<file path="src/rtl/cascade_counter.sv">
`default_nettype none
// ============================================================================
// Module   : cascade_counter
// Purpose  : Cascaded BCD/hex up/down counter with load, clear, edge or level
//            count enable, per-digit terminal flags and a sticky wrap flag.
// Revision : 1.0  initial release
// ============================================================================
module cascade_counter #(
    parameter int DIGITS  = 4,
    parameter int RADIX   = 10,
    parameter int EDGE_CE = 1
) (
    input  logic                  clk,
    input  logic                  r,
    input  logic                  ce,
    input  logic                  clr,
    input  logic                  up,
    input  logic                  l,
    input  logic [4*DIGITS-1:0]   di,
    output logic [4*DIGITS-1:0]   q,
    output logic                  tc,
    output logic                  ceo,
    output logic [DIGITS-1:0]     dtc,
    output logic                  ovf
);

    localparam int         c_w    = 4 * DIGITS;
    localparam logic [3:0] c_max  = 4'(RADIX - 1);
    localparam logic       c_edge = (EDGE_CE != 0);

    logic [c_w-1:0]    r_q;
    logic              r_ovf;
    logic              r_ce_d;
    logic              w_evt;
    logic [c_w-1:0]    w_nxt;
    logic [DIGITS-1:0] w_dtc;
    logic [DIGITS:0]   w_chain;
    logic [3:0]        w_d;
    logic [3:0]        w_ld;
    logic [3:0]        w_st;

    // In level mode the previous-cycle enable is ignored, so every high cycle counts.
    assign w_evt = ce & (c_edge ? ~r_ce_d : 1'b1);

    always_comb begin
        w_nxt      = r_q;
        w_dtc      = '0;
        w_chain    = '0;
        w_chain[0] = 1'b1;
        w_d        = 4'd0;
        w_ld       = 4'd0;
        w_st       = 4'd0;
        for (int k = 0; k < DIGITS; k++) begin
            w_d            = r_q[4*k +: 4];
            w_dtc[k]       = up ? (w_d == c_max) : (w_d == 4'd0);
            w_chain[k+1]   = w_chain[k] & w_dtc[k];
            w_ld           = (di[4*k +: 4] > c_max) ? c_max : di[4*k +: 4];
            if (up)
                w_st = (w_d == c_max) ? 4'd0 : w_d + 4'd1;
            else
                w_st = (w_d == 4'd0) ? c_max : w_d - 4'd1;
            // A digit steps only when every lower digit sits at its terminal value.
            if (clr)
                w_nxt[4*k +: 4] = 4'd0;
            else if (l)
                w_nxt[4*k +: 4] = w_ld;
            else if (w_evt && w_chain[k])
                w_nxt[4*k +: 4] = w_st;
            else
                w_nxt[4*k +: 4] = w_d;
        end
    end

    always_ff @(posedge clk or posedge r) begin
        if (r) begin
            r_q    <= '0;
            r_ovf  <= 1'b0;
            r_ce_d <= 1'b0;
        end else begin
            r_ce_d <= ce;
            r_q    <= w_nxt;
            if (clr)
                r_ovf <= 1'b0;
            else if (ceo)
                r_ovf <= 1'b1;
        end
    end

    assign q   = r_q;
    assign dtc = w_dtc;
    assign tc  = w_chain[DIGITS];
    assign ceo = w_evt & tc & ~clr & ~l;
    assign ovf = r_ovf;

endmodule
`default_nettype wire

</file>
<file path="config.mk">
export PLATFORM = sky130hd
export DESIGN_NAME = cascade_counter
export DESIGN_NICKNAME = d
export VERILOG_FILES = /design/src/rtl/cascade_counter.sv
export SDC_FILE = /design/constraint.sdc
export NUM_CORES = 1
export LEC_CHECK = 0
export BUFFER_PORTS_ARGS = -buffer_cell sky130_fd_sc_hd__buf_2
export CELL_PAD_IN_SITES_DETAIL_PLACEMENT = 1
export CELL_PAD_IN_SITES_GLOBAL_PLACEMENT = 1
export CORE_MARGIN = 2
export CORE_UTILIZATION = 30
export CTS_BUF_LIST = sky130_fd_sc_hd__clkbuf_4 sky130_fd_sc_hd__clkbuf_8
export CTS_CLUSTER_DIAMETER = 60
export CTS_CLUSTER_SIZE = 20
export DETAILED_ROUTE_END_ITERATION = 10
export GPL_TIMING_DRIVEN = 0
export PLACE_DENSITY_LB_ADDON = 0.1
export SETUP_SLACK_MARGIN = 0.2
export SYNTH_ARGS = -nofsm -noshare
export SYNTH_HDL_FRONTEND = slang
export SYNTH_SLANG_ARGS = --single-unit
</file>
<file path="constraint.sdc">
create_clock -name clk -period 3.9 [get_ports clk]
set_input_delay 0.39 -clock clk [delete_from_list [all_inputs] [get_ports clk]]
set_output_delay 0.39 -clock clk [all_outputs]
set_load 0.02 [all_outputs]
</file>
* After elaboration in Yosys (flattened, before gate mapping) *
Cells that the tools add are included.
Widths: inputs -> output; s select.

word-level totals
  flip-flop bits (word level) = 18
  output and inout port bits = 23

operators by class
  add/subtract/negate cells = 8
  $lt $le $gt $ge = 4
  eq/ne operators = 4
  muxes and demuxes = 34
  bitwise operators = 10
  reductions and logical operators = 12

operators with widths
  kind                 number
  $mux 4               28
  $add 4x1->4 const B  4
  $eq 4x4->1 const B   4
  $gt 4x4->1 const B   4
  $logic_not 4->1      4
  $sub 4x1->4 const B  4
  $reduce_bool 3->1    4
  $and 1x1->1          7
  $mux 1               6
  $logic_and 1x1->1    3
  $not 1->1            3
  $reduce_bool 2->1    1

* Longest topological paths before layout *
  word-level depth = 10
  mapped depth = 7

* Worst setup path before layout *
Ideal clock, no wire load.

  kind = register to output
  start point = register r_q[15], in the netlist q[15]
  end point = output ceo
  data arrival time = 2.503 ns
  setup slack = 1.007 ns
  cell stages (with the launch flop) = 6
  path buffers = 1
  path through = dfrtp_1 > clkbuf_1 > or3_1 > a211oi_1 > nand3_1 > nor4_1

on the way
  cells in the longest elaborated chain, start to end = 6
  elaborated cells on any way between the ends = 7

ends and longest elaborated chain
  element                                        RTL line  RTL
  start: declaration                             31        logic [c_w-1:0] r_q;
  start signal: assignment                       81        r_q <= w_nxt;
  $eq 4x4->1 or $logic_not 4->1 (tied branches)  55        w_dtc[k] = up ? (w_d == c_max) : (w_d == 4'd0);
  $mux 1 *                                       55
  named net dtc[3]                               23        output logic [DIGITS-1:0] dtc,
  $and 1x1->1 *                                  56        w_chain[k+1] = w_chain[k] & w_dtc[k];
  $and 1x1->1 * (3 in series)                    92        assign ceo = w_evt & tc & ~clr & ~l;
  end: declaration                               22        output logic ceo,

The timed path passes the listed nets; every way through them passes the cells marked *.

* Worst setup path in the final report *
  start point = register r_q[0], in the netlist q[0]
  end point = output ceo

on the way
  cells in the longest elaborated chain, start to end = 8
  elaborated cells on any way between the ends = 9

ends and longest elaborated chain
  element                                        RTL line
  $eq 4x4->1 or $logic_not 4->1 (tied branches)  55
  $mux 1 *                                       55
  $and 1x1->1 * (3 in series)                    56
  $and 1x1->1 * (3 in series)                    92

Mark *: on every way between the ends. The rest lies on a longest branch, timed or not.

==> qor.yml <==
grt:
  grt_antenna_before_repair: 0
  grt_pass1_vias: 1649
  grt_max_degree: 19
  grt.overflow.total: 0
  grt_pass1_wl_mm: 8.31
  grt.total_usage_pct: 17.4
die:
  io-pin-count: 45
  die-area_sq_um: 5890
  die_width_um: 76.7
  rows: 26
  core_area_sq_um: 5110
  fp.dieH_um: 76.7
  initial_core_util_pct: 31.1
clock_network:
  cts_setup_buffers: 0
  clk_latency_ps: 260
  cts_tree: "done"
  cts_buffers: 3
  cts.clk_slew.worst_paths_ps: 70
  cts_root_buf: "clkbuf_8"
  post_cts_resized: 0
  clockBufferDepth: 2
  h-tree-depth: 1
  cts.sinks: 18
  postCtsHoldBufs: 0
setup_path:
  critPathArrivalTime_ps: 2280
  regToRegSetupSlack_ps: 1440
  cp_slowest_stage_delay_ps: 510
  endpoint_kind: "primary output"
  r2r-end: "q[15]$_DFFE_PP0P_"
  critPathBufInv: 2
  startpoint_type: "flip-flop"
  path_max_fanout: 7
  reg2reg_from: "q[0]$_DFFE_PP0P_"
  cp_top_family: "simple AND/OR/NAND/NOR gates"
  cp_slowest_cell: "or4b_4"
  worstPathRequired_ps: 3510
  crit_chain: "inv_1 -> ha_1 -> or4b_4 -> a21o_2 -> nor4_1 -> buf_2"
  worstSetupPathType: "reg2out"
  reg2regPathDepth: 6
sta:
  finalCritPeriodShare_pct: 68.6
  holdWs_ps: 264
  slew_violations: 0
  fin_worst_skew_ps: 12.3
  hold_viol: 0
  worst_pin_slew_ps: 811
  rsz0062_at_grt: "false"
  tns_ps: 0
  slew_headroom_pct: 45.9
  fin_crit_ps: 2670
  fmax_mhz: 374
  setup_violations: 0
route:
  vias: 1688
  drtPass1Iterations: 6
  drt-total-wl_mm: 4.97
  vias_per_cell: 5.26
  wl_met3_um: 218
  antenna_left: 0
  drc_errors: 0
  dr.first_iter.drc_count: 55
  met2_length_mm: 2.33
  met1_length_mm: 2.40
  maxUsedRoutingLayer: "met4"
  post_drt_wl_per_cell_um: 15.5
pwr:
  powerDensity_nw_per_um2: 291
  leakagePower_nw: 0.840
  vdd_drop_max_mv: 0.176
layout:
  area_growth_pct: 22.6
  fin_util_pct: 38.1
  nets: 277
  drive_above_1_share_pct: 25.9
  n_antenna_cell: 0
synthesis:
  synth_top_cell_area_share_pct: 28.4
  synth_ff_type: "dfrtp_1"
  synth_cells: 204
  synth_common_cells: "dfrtp_1 (18), nand2_1 (18), o21ai_0 (16)"
  synthArstFlopShare_pct: 100
  syn_area_sq_um: 1590
  synth_edf_count: 0
  synth_seq_area_share_pct: 28.4
  synth_nets: 229
  ys_types: 55
  synth_area_leaders: "dfrtp_1 (28%), o21ai_0 (5.0%), xnor2_1 (5.0%)"
  yosys_warnings: 0
  avgSynthCellArea_sq_um: 7.78
  yosys.area.top_type: "dfrtp_1"
  synth.ff_latch_count: 18
placed_design:
  io_buffers: 43
  hpwlAfterDp_mm: 3.75
  place_congestion: 0.754
min_path:
  hold_path_startpoint: "ce"
  hold_end: "r_ce_d$_DFF_PP0_"
  min_path_type: "in2reg"
  whs_path_depth: 1
run_status:
  outcome: "finished clean"
run:
  max_cap_viol_count: 0
==> layer usage <==
layer  GRT usage (%)  vias to the layer above
met2            29.0                       41
met5               0                        -
met1            23.9                      805
met4            2.73                        0
met3            2.82                        2
li1                -                      840
==> where the power goes <==
group          internal (mW)  switching [mW]  leakage, nW  total (mW)
Clock                 0.0899          0.0712       0.0288       0.161
Combinational         0.0742           0.121        0.574       0.195
Sequential             0.198          0.0115        0.238       0.210
Total                  0.362           0.203        0.840       0.565
==> state kept, by name, indices dropped and copies added (netlist names) <==
signal and cells:
ovf 1, q 16, r_ce_d 1
==> through the flow <==
step | total power, mW | cells | area (sq um) | setup WS [ps]
CTS | 0.571 | 321 | 1940 | 1190
global route | 0.602 | 321 | 1940 | 1040
global placement | 0.408 | 317 | 1890 | 1190
detailed placement | 0.409 | 317 | 1890 | 1230
floorplan | 0.347 | 204 | 1590 | 1010
finish | 0.565 | 321 | 1940 | 1230
==> area by class of cell <==
type                            instances  area (sq um)
Fill cell                             656          3160
Tap cell                               70          87.6
Inverter                                9          33.8
Timing Repair Buffer                   43           215
Sequential cell                        18           450
Buffer                                 18          93.8
Clock buffer                            4          55.1
Multi-Input combinational cell        159          1010
==> cells in the final DEF, fill, tap and decap left out, types with 3 or more instances in the layout <==
master | netlist | layout
nand2_1 | 18 | 18
clkbuf_1 | 9 | 9
nor3_1 | 6 | 6
a31oi_1 | 6 | 6
o21ai_0 | 16 | 16
buf_2 | 5 | 48
clkbuf_8 | 0 | 4
ha_1 | 3 | 3
nand2b_1 | 4 | 4
dfrtp_1 | 18 | 18
o22ai_1 | 3 | 3
a221oi_1 | 5 | 5
nand3_1 | 10 | 10
nor2b_1 | 4 | 4
a21oi_1 | 13 | 13
xnor2_1 | 9 | 9
nand3b_1 | 3 | 3
inv_1 | 9 | 9
nor2_1 | 15 | 15
nor4_1 | 3 | 3
==> kinds of logic after synthesis <==
logic type / after synthesis / share of synthesized area [%]
AND/OR/NAND/NOR: 77 / 25.0
AO/OA/AOI/OAI: 66 / 28.7
buffers and inverters: 27 / 8.04
flip-flops: 18 / 28.4
XOR/XNOR: 10 / 5.52
multiplexers: 3 / 1.97
adder cells (fa/ha/maj): 3 / 2.37
==> how the worst max path moves through the flow <==
stage                       from  slack (ps)  endpoint  depth (start not counted)
6_report        q[0]$_DFFE_PP0P_        1230       ceo                          6
5_1_grt        q[12]$_DFFE_PP0P_        1040       ceo                          6
4_1_cts         q[0]$_DFFE_PP0P_        1190       ceo                          6
3_5_place_dp                  up        1230       ceo                          7
3_3_place_gp                  up        1190       ceo                          7
2_1_floorplan  q[15]$_DFFE_PP0P_        1010       ceo                          5
Note: power is estimated with default switching activity, not from simulation.
